**config.mk**
```make
export PLATFORM = sky130hd
export DESIGN_NAME = gb_cpu_opcode_sequencer
export DESIGN_NICKNAME = d
export VERILOG_FILES = /design/src/rtl/gb_cpu_opcode_sequencer.sv
export SDC_FILE = /design/constraint.sdc
export NUM_CORES = 1
export LEC_CHECK = 0
export ABC_AREA = 1
export BUFFER_PORTS_ARGS = -buffer_cell sky130_fd_sc_hd__buf_4
export CAP_MARGIN = 10
export CORE_MARGIN = 5
export CORE_UTILIZATION = 38
export CTS_BUF_LIST = sky130_fd_sc_hd__clkbuf_16
export DETAILED_ROUTE_END_ITERATION = 8
export HOLD_SLACK_MARGIN = 0.03
export PLACE_DENSITY = 0.71
export SETUP_SLACK_MARGIN = 0.2
export SYNTH_ARGS = -nofsm -noshare
export SYNTH_HDL_FRONTEND = slang
export SYNTH_SLANG_ARGS = --single-unit
```
**constraint.sdc**
```tcl
create_clock -name clk -period 1.5 [get_ports clk]
set_input_delay 0.15 -clock clk [delete_from_list [all_inputs] [get_ports clk]]
set_output_delay 0.15 -clock clk [all_outputs]
set_load 0.03 [all_outputs]
```
**src/rtl/gb_cpu_opcode_sequencer.sv**
```systemverilog
// Opcode fetch/decode sequencer for a Game Boy style CPU: collects opcode, CB sub-opcode
// and immediates byte by byte, then tracks execute M-cycles with a watchdog.
module gb_cpu_opcode_sequencer #(
  parameter int MAX_MCYCLES = 6,
  parameter bit CB_ENABLE   = 1'b1
) (
  input  logic        clk,
  input  logic        reset,
  input  logic        byte_valid,
  input  logic [7:0]  byte_data,
  input  logic        exec_done,
  input  logic        wake,
  output logic [2:0]  state,
  output logic        fetch_req,
  output logic        pc_inc,
  output logic [7:0]  opcode_q,
  output logic        cb_q,
  output logic [15:0] imm_q,
  output logic        instr_valid,
  output logic [2:0]  mcycle_idx,
  output logic        timeout,
  output logic        locked
);

  typedef enum logic [2:0] {
    READ_OPCODE    = 3'd0,
    READ_CB_OPCODE = 3'd1,
    READ_R8        = 3'd2,
    READ_R16_BYTE0 = 3'd3,
    READ_R16_BYTE1 = 3'd4,
    EXECUTE        = 3'd5,
    HALTED         = 3'd6,
    LOCKED         = 3'd7
  } state_t;

  localparam logic [2:0] LAST_IDX = 3'(MAX_MCYCLES - 1);

  state_t      cur, nxt;
  logic [7:0]  opcode_n;
  logic        cb_n;
  logic [15:0] imm_n;
  logic        valid_n;
  logic [2:0]  idx_n;

  function automatic logic is_imm8(input logic [7:0] op);
    return (op[7:6] == 2'b00 && op[2:0] == 3'b110) ||
           (op[7:5] == 3'b001 && op[2:0] == 3'b000) ||
           (op[7:6] == 2'b11 && op[2:0] == 3'b110) ||
           op == 8'h18 || op == 8'h10 || op == 8'hE0 ||
           op == 8'hF0 || op == 8'hE8 || op == 8'hF8;
  endfunction

  function automatic logic is_imm16(input logic [7:0] op);
    return (op[7:6] == 2'b00 && op[3:0] == 4'b0001) ||
           op == 8'h08 || op == 8'hC2 || op == 8'hCA || op == 8'hD2 ||
           op == 8'hDA || op == 8'hC3 || op == 8'hC4 || op == 8'hCC ||
           op == 8'hD4 || op == 8'hDC || op == 8'hCD || op == 8'hEA ||
           op == 8'hFA;
  endfunction

  function automatic logic is_lock(input logic [7:0] op);
    return op == 8'hD3 || op == 8'hDB || op == 8'hDD || op == 8'hE3 ||
           op == 8'hE4 || op == 8'hEB || op == 8'hEC || op == 8'hED ||
           op == 8'hF4 || op == 8'hFC || op == 8'hFD;
  endfunction

  always_ff @(posedge clk) begin
    if (reset) begin
      cur         <= READ_OPCODE;
      opcode_q    <= 8'h00;
      cb_q        <= 1'b0;
      imm_q       <= 16'h0000;
      instr_valid <= 1'b0;
      mcycle_idx  <= 3'd0;
    end else begin
      cur         <= nxt;
      opcode_q    <= opcode_n;
      cb_q        <= cb_n;
      imm_q       <= imm_n;
      instr_valid <= valid_n;
      mcycle_idx  <= idx_n;
    end
  end

  // Fetch states only move on a valid byte; idx_n defaults to 0 so EXECUTE is entered at 0.
  always_comb begin
    nxt      = cur;
    opcode_n = opcode_q;
    cb_n     = cb_q;
    imm_n    = imm_q;
    valid_n  = 1'b0;
    idx_n    = 3'd0;
    case (cur)
      READ_OPCODE: if (byte_valid) begin
        opcode_n = byte_data;
        cb_n     = 1'b0;
        imm_n    = 16'h0000;
        if (byte_data == 8'hCB)    nxt = CB_ENABLE ? READ_CB_OPCODE : LOCKED;
        else if (is_lock(byte_data))  nxt = LOCKED;
        else if (is_imm16(byte_data)) nxt = READ_R16_BYTE0;
        else if (is_imm8(byte_data))  nxt = READ_R8;
        else begin
          nxt     = (byte_data == 8'h76) ? HALTED : EXECUTE;
          valid_n = 1'b1;
        end
      end
      READ_CB_OPCODE: if (byte_valid) begin
        opcode_n = byte_data;
        cb_n     = 1'b1;
        valid_n  = 1'b1;
        nxt      = EXECUTE;
      end
      READ_R8: if (byte_valid) begin
        imm_n   = {8'h00, byte_data};
        valid_n = 1'b1;
        nxt     = EXECUTE;
      end
      READ_R16_BYTE0: if (byte_valid) begin
        imm_n = {imm_q[15:8], byte_data};
        nxt   = READ_R16_BYTE1;
      end
      READ_R16_BYTE1: if (byte_valid) begin
        imm_n   = {byte_data, imm_q[7:0]};
        valid_n = 1'b1;
        nxt     = EXECUTE;
      end
      EXECUTE: begin
        if (exec_done || mcycle_idx == LAST_IDX) nxt = READ_OPCODE;
        else idx_n = mcycle_idx + 3'd1;
      end
      HALTED:  if (wake) nxt = READ_OPCODE;
      LOCKED:  nxt = LOCKED;
      default: nxt = READ_OPCODE;
    endcase
  end

  assign state     = cur;
  assign fetch_req = (cur == READ_OPCODE) || (cur == READ_CB_OPCODE) || (cur == READ_R8) ||
                     (cur == READ_R16_BYTE0) || (cur == READ_R16_BYTE1);
  assign pc_inc    = fetch_req && byte_valid;
  assign timeout   = (cur == EXECUTE) && !exec_done && (mcycle_idx == LAST_IDX);
  assign locked    = (cur == LOCKED);

endmodule

```
# After elaboration in Yosys (flattened, before gate mapping)

Index checks and enable logic that the tools add are counted.

Flip-flop bits (word level): 32

Add/sub/neg operators: 1
Equal/unequal tests: 52
Mux-type cells: 26
Bitwise gates (word level): 3
Reduce and logical (&&, ||, !) cells: 58

Operators by type and width:

| kind                                                 | count |
|---|---|
| equality test 8 bit (second input constant)          | 28 |
| case mux 16 bit (4 select lines)                     | 1 |
| two-way mux 16 bit                                   | 3 |
| logical OR 1 bit                                     | 36 |
| two-way mux 3 bit                                    | 9 |
| equality test 3 bit (second input constant)          | 6 |
| case mux 3 bit (6 select lines)                      | 1 |
| equality test 8 x 5 -> 1 bit (second input constant) | 2 |
| AND reduction 5 bit                                  | 3 |
| inequality test 2 bit (second input constant)        | 7 |
| equality test 8 x 4 -> 1 bit (second input constant) | 1 |
| equality test 8 x 7 -> 1 bit (second input constant) | 1 |
| two-way mux 1 bit                                    | 8 |
| two-way mux 8 bit                                    | 1 |
| logical AND 1 bit                                    | 7 |
| equality test 3 x 1 -> 1 bit (second input constant) | 2 |
| equality test 3 x 2 -> 1 bit (second input constant) | 2 |
| logical NOT 3 bit                                    | 2 |
| nonzero test 3 bit                                   | 2 |
| OR reduction 3 bit                                   | 2 |
| equality test 4 x 1 -> 1 bit (second input constant) | 1 |
| case mux 1 bit (2 select lines)                      | 2 |
| adder 3 x 1 -> 3 bit (second input constant)         | 1 |
| inverter 1 bit                                       | 3 |
| 9 further kinds                                      | 9 |

# Depth between registers and ports, before layout

Gate-level depths: netlist of the first run.

Depth in word-level cells: 20
Mapped depth: 12

# Least setup slack after synthesis of the first run

OpenSTA, ideal clock, no wires.

Path type: flip-flop to output port
Start: register cur[2], in the netlist state[2]
End: output port timeout
Data arrival time: 1.776 ns
Data required time: 1.350 ns
Setup slack: -0.426 ns
Cell stages (with the launch flop): 3
Path buffers: 0
Path through: dfxtp_1 inv_2 nor4_1

Longest elaborated chain between the ends: 3

RTL lines:

| item                            | line | RTL |
|---|---|---|
| from (decl)                     | 38   | `state_t cur, nxt;` |
| from (signal assigned)          | 76   | `cur <= nxt;` |
| equality test 3 bit             | 141  | `assign timeout = (cur == EXECUTE) && !exec_done && (mcycle_idx == LAST_IDX);` |
| logical AND 1 bit (2 in series) | 141  |  |
| to (decl)                       | 21   | `output logic timeout,` |

No other way between the ends.

# Worst setup path after layout of the first run

Start: register mcycle_idx[1]
End: output port timeout

Longest elaborated chain between the ends: 2

RTL lines:

| item                   | line | RTL |
|---|---|---|
| from (decl)            | 20   | `output logic [2:0] mcycle_idx,` |
| from (signal assigned) | 81   | `mcycle_idx <= idx_n;` |
| equality test 3 bit    | 141  |  |
| logical AND 1 bit      | 141  |  |

No other way between the ends.

==> results.sh, run 1 <==
export IMPL_hold_path_startpoint="reset"
export IMPL_wl_per_cell_um=13.1
export IMPL_path_delay_family="flip-flops"
export IMPL_regArea_um2=661
export IMPL_syn_inst=230
export IMPL_fin_tns_setup_ns=0
export IMPL_p_switching_uw=1010
export IMPL_cts_max_level=2
export IMPL_busiest_layer="met2"
export IMPL_finalCritPeriodShare_pct=92.2
export IMPL_cts_tree="done"
export IMPL_setup_viol=0
export IMPL_fmax_mhz=723
export IMPL_r2r_slack_ns=0.21
export IMPL_n_antenna_cell=0
export IMPL_reg2reg_from="state[0]"
export IMPL_grt_pass1_vias=1465
export IMPL_cts_sinks=32
export IMPL_seq_power_share_pct=35.2
export IMPL_drc=0
export IMPL_final_nets=305
export IMPL_seq_area_frac_synth_pct=39.7
export IMPL_syn_area_per_cell_um2=7.02
export IMPL_antenna_found_initial=0
export IMPL_synth_enable_flop_cells=0
export IMPL_postLayoutCellArea_um2=2340
export IMPL_met3_usage_pct=4.54
export IMPL_worstMarginPinSlew_ns=0.507
export IMPL_ys_ff_latch=32
export IMPL_grt_setup_unrepaired="true"
export IMPL_grt_start_max_net_pins=19
export IMPL_reg2reg_to="imm_q[11]"
export IMPL_die_x_um=75.2
export IMPL_gp_congestion=0.870
export IMPL_fin_util_pct=57.6
export IMPL_multi_input_area_um2=902
export IMPL_grtUsageMet1_pct=21.2
export IMPL_firstDrtPassIters=4
export IMPL_core_um2=4060
export IMPL_area_growth_pct=44.7
export IMPL_synthArstFlopShare_pct=0
export IMPL_clk_pin_slew_ns=0.05
export IMPL_port_buffers=48
export IMPL_status="complete, no violations"
export IMPL_relSlewSlack_pct=66.2
export IMPL_vias=1714
export IMPL_grt_pass1_wl_mm=6.73
export IMPL_drv_cap=0
export IMPL_cts_buffers_inserted=5
export IMPL_setup_worst_path_end_class="primary output"
export IMPL_routed_wl_mm=4.47
export IMPL_vdd_ir_drop_worst_mv=0.646
export IMPL_cpPeakStageDelay_ns=0.34
export IMPL_crit_path_max_fanout=2
export IMPL_whs_endpoint="imm_q[4]"
export IMPL_layout_setup_ws_ns=0.117
export IMPL_finalHoldViolCount=0
export IMPL_startpoint_type="flop"
export IMPL_crit_chain="inv_2 > ha_4 > nand2_2 > nor4_4 > buf_6"
export IMPL_switching_share_pct=34.5
export IMPL_min_period_ns=1.38
export IMPL_power_share_clock_pct=31.3
export IMPL_criticalPathCategory="reg2out"
export IMPL_io_pins=49
export IMPL_fillers=376
export IMPL_dp_slack_ns=0.209
export IMPL_whs_path_depth=2
export IMPL_hp_class="in2reg"
export IMPL_yosysUniqueCellTypes=26
export IMPL_root_buffer="clkbuf_16"
export IMPL_p_leak_uw=0.00108
export IMPL_crit_buf_inv=2
export IMPL_met2_usage_pct=22.4
export IMPL_ant_nets=0
export IMPL_required_ns=1.35
export IMPL_core_rowCount=23
export IMPL_die_h_um=75.2
export IMPL_dpl_cell_area_um2=2040
export IMPL_grt_ovfl_total=0
export IMPL_clockBufferDepth=2
export IMPL_pwr_share_comb_pct=33.5
export IMPL_yosysWarnings=0
export IMPL_internal_power_uw=1910
export IMPL_post_dp_hpwl_mm=3.08
export IMPL_drive_gt1_share_pct=34.5
export IMPL_synth_fp_nets=246
export IMPL_ys_flop_type="dfxtp_1"
export IMPL_start_util_pct=39.8
export IMPL_cpMaxStageDelayCell="dfxtp_4"
export IMPL_p_per_area_nw_per_um2=1250
export IMPL_grt_total_usage_pct=15.4
export IMPL_dieArea_um2=5650
export IMPL_maxSlewViolCount=0
export IMPL_via_per_inst=5.04
export IMPL_arrival_ns=1.23
export IMPL_fin_skew_ns=0.00729
export IMPL_netlist_area_um2=1610
export IMPL_insertion_delay_ns=0.27
export IMPL_rr_worst_depth=6
export IMPL_drtIter0Drc=83
==> layout make-up <==
cell class / count / share of cell area [%]
Sequential cell: 32 / 28.3
Multi-Input combinational cell: 167 / 38.6
Tap cell: 50 / 2.68
Clock inverter: 3 / 0.482
Clock buffer: 5 / 5.36
Inverter: 24 / 3.96
Timing Repair Buffer: 59 / 20.6
==> state kept, by name, summed over array words and instances, names as in the netlist <==
name and flops:
mcycle_idx 3, opcode_q 8, cb_q 1, state 3
instr_valid 1, imm_q 16
==> per-layer routing <==
metal  share of wire [%]  vias to the layer above  routed length, um
li1                    -                      869                  -
met2                  46                       73               2070
met4                 2.3                        0                103
met3                 9.3                       10                416
met1                  42                      762               1880
met5                   0                        -                  0
==> logic make-up after synthesis <==
family,Yosys count,share of synthesized area [%]
adder cells (fa/ha/maj),3,2.79
AO/OA/AOI/OAI,54,17.8
AND/OR/NAND/NOR,109,30.5
XOR/XNOR,1,0.543
flip-flops,32,39.7
buffers and inverters,31,8.68
==> layout by cell type (no fill, tap or decap), drive strengths merged, types with 2 or more instances in the layout <==
master  synthesis  final
clkbuf          2      7
nand2          55     55
inv            24     27
nand4           3      3
nor3            3      3
o21ai          22     22
nor2           32     32
nand3          15     15
dfxtp          32     32
a21oi          30     30
buf             5     57
ha              2      2
==> metrics by stage <==
stage               std cells  total power, uW  hold slack (ns)
floorplan                 230             1600            0.219
global route              340             3090            0.159
CTS                       332             2800            0.152
finish                    340             2920            0.161
global placement          323             1860            0.421
detailed placement        323             1860            0.428
==> power groups by stage <==
| stage | Clock [uW] | Sequential [uW] | Combinational [uW] |
|---|---|---|---|
| final | 915 | 1030 | 980 |
| after global routing | 986 | 1040 | 1070 |
| after CTS | 942 | 1030 | 829 |
| after detailed placement | 0 | 1050 | 817 |
| after global placement | 0 | 1050 | 811 |
| after floorplan | 0 | 1190 | 411 |
==> how the worst max path moves through the flow <==
stage	from	end	slack, ns	cells after the start
after floorplan	mcycle_idx[1]	state[0]	0.20	8
after global placement	state[1]	state[2]	0.22	7
after detailed placement	mcycle_idx[1]	state[0]	0.21	8
after CTS	mcycle_idx[1]	timeout	0.1	5
after global routing	mcycle_idx[1]	timeout	0.04	5
final	mcycle_idx[1]	timeout	0.12	5
==> what timing repair did <==
item,4_1_cts,5_1_grt
gates resized for setup,6,18
hold buffers,0,0
setup endpoints to repair,5,19
pin swaps,2,6
setup buffers,1,7
cloned,0,1
==> cells in the mapped netlist, drive strengths merged, types with 2 or more instances <==
library cell / number / area (um2)
dfxtp: 32 / 641
nor2: 32 / 155
nand2: 55 / 211
buf: 5 / 42.5
nand3: 15 / 75.1
ha: 2 / 25.0
clkbuf: 2 / 7.51
nor3: 3 / 25.0
a21oi: 30 / 150
o21ai: 22 / 114
inv: 24 / 90.1
nand4: 3 / 18.8
Note: power is estimated with default switching activity, not from simulation.
==> run 2, diff against run 1 <==
CTS_CLUSTER_SIZE = 12   (was unset)
PLACE_DENSITY = unset   (was 0.71)
==> results.sh, run 2 (synthesis results as in run 1) <==
export IMPL_fin_skew_ns=0.00248
export IMPL_grt_setup_unrepaired="true"
export IMPL_crit_chain="inv_2 > ha_4 > nand2_4 > nor4_4 > buf_6"
export IMPL_hold_path_startpoint="reset"
export IMPL_grt_pass1_wl_mm=6.96
export IMPL_setup_worst_path_end_class="primary output"
export IMPL_root_buffer="clkbuf_16"
export IMPL_insertion_delay_ns=0.27
export IMPL_switching_share_pct=35.2
export IMPL_finalCritPeriodShare_pct=91.8
export IMPL_grt_ovfl_total=0
export IMPL_pwr_share_comb_pct=34.1
export IMPL_dieArea_um2=5650
export IMPL_routed_wl_mm=4.56
export IMPL_fmax_mhz=726
export IMPL_p_total_uw=2960
export IMPL_cts_sinks=32
export IMPL_reg2reg_to="state[2]"
export IMPL_relSlewSlack_pct=66.9
export IMPL_clockBufferDepth=2
export IMPL_drc=0
export IMPL_r2r_slack_ns=0.17
export IMPL_p_leak_uw=0.00109
export IMPL_drive_gt1_share_pct=37.1
export IMPL_status="complete, no violations"
export IMPL_grt_start_max_net_pins=19
export IMPL_startpoint_type="flop"
export IMPL_grt_total_usage_pct=16.1
export IMPL_drtIter0Drc=80
export IMPL_crit_path_end="timeout"
export IMPL_instances_no_fill=341
export IMPL_dp_cells=323
export IMPL_required_ns=1.35
export IMPL_via_per_inst=5.01
export IMPL_final_nets=306
export IMPL_vias=1710
export IMPL_top_register="imm_q"
export IMPL_internal_power_uw=1920
export IMPL_startpoint="mcycle_idx[1]"
export IMPL_hp_class="in2reg"
export IMPL_worstMarginPinSlew_ns=0.496
export IMPL_cts_tree="done"
export IMPL_criticalPathCategory="reg2out"
export IMPL_fin_tns_setup_ns=0
export IMPL_layout_common_cells="57 x buf_4, 49 x nand2_1, 27 x a21oi_1"
export IMPL_power_share_clock_pct=31.4
export IMPL_arrival_ns=1.23
export IMPL_area_growth_pct=46.2
export IMPL_ant_nets=0
export IMPL_finalHoldViolCount=0
export IMPL_n_antenna_cell=0
export IMPL_min_period_ns=1.38
export IMPL_maxSlewViolCount=0
export IMPL_post_dp_hpwl_mm=3.21
export IMPL_antenna_found_initial=0
export IMPL_port_buffers=48
export IMPL_grt_pass1_vias=1543
export IMPL_p_switching_uw=1040
export IMPL_clk_pin_slew_ns=0.05
export IMPL_seq_power_share_pct=34.6
export IMPL_drv_cap=0
export IMPL_p_per_area_nw_per_um2=1260
export IMPL_whs_path_depth=2
export IMPL_rr_worst_depth=8
export IMPL_cts_max_level=2
export IMPL_gp_congestion=0.849
export IMPL_reg_top3="imm_q (16), opcode_q (8)"
export IMPL_start_util_pct=39.8
export IMPL_wl_per_cell_um=13.4
export IMPL_core_rowCount=23
export IMPL_reg2reg_from="state[1]"
export IMPL_cpPeakStageDelay_ns=0.34
export IMPL_cpMaxStageDelayCell="dfxtp_4"
export IMPL_vdd_ir_drop_worst_mv=0.775
export IMPL_final_common_cell="buf_4"
export IMPL_crit_path_max_fanout=2
export IMPL_cts_buffers_inserted=5
export IMPL_core_um2=4060
export IMPL_largest_reg_flops=16
export IMPL_firstDrtPassIters=4
export IMPL_die_h_um=75.2
export IMPL_io_pins=49
export IMPL_setup_viol=0
export IMPL_die_x_um=75.2
-- run 2: changes by cell type in the layout (fill, tap and decap cells not counted), sizes merged --
cell	previous run	this run
buf	57	59
clkbuf	7	6
clkinv	0	1
inv	27	26
-- run 2: cell type report --
type / count / area, um2
inverters: 24 / 97.6
clock inverters: 3 / 11.3
repair buffers: 60 / 464
fillers: 401 / 1700
multi-input cells: 167 / 938
flip-flops and latches: 32 / 661
well taps: 50 / 62.6
clock buffers: 5 / 125
-- run 2: power groups by stage --
stage,clock network (uW),logic (uW),registers [uW]
2_1_floorplan,0,411,1190
3_3_place_gp,0,819,1040
3_5_place_dp,0,824,1040
4_1_cts,951,853,1030
5_1_grt,988,1100,1040
6_report,930,1010,1030
-- run 2: metrics by stage --
step	setup WS (ns)	hold slack (ns)	cell area, um2	util, %
finish	0.123	0.167	2360	58.2
global route	0.0817	0.164	2360	58.2
CTS	0.130	0.164	2220	54.8
detailed placement	0.205	0.424	2040	50.3
global placement	0.209	0.424	2040	50.3
floorplan	0.201	0.219	1650	-
-- run 2: how the worst min path moves through the flow --
stage,endpoint,slack (ns)
global route,imm_q[5],0.16
floorplan,imm_q[8],0.22
finish,imm_q[0],0.17
CTS,imm_q[12],0.16
global placement,mcycle_idx[0],0.42
detailed placement,mcycle_idx[0],0.42
-- run 2: repair_timing --
item,4_1_cts,5_1_grt
gates resized for setup,6,25
hold buffers,0,0
setup buffers,2,8
endpoints found under the setup margin,6,18
pin swaps,2,6
-- run 2: critical path, delay by kind of cell, from the launching register on --
| family | cells | cell delay, ns |
|---|---|---|
| fa+ha+maj | 1 | 0.14 |
| buf+inv | 2 | 0.22 |
| flops | 1 | 0.34 |
| simple gates | 2 | 0.26 |
-- run 2: routing by layer --
layer / vias up / GRT usage (%) / part of all wire (%)
met4: 0 / 4.66 / 1.2
met2: 59 / 25.0 / 48
met1: 770 / 21.4 / 43
met3: 7 / 4.94 / 8.2
met5: - / 0 / 0
li1: 874 / - / -
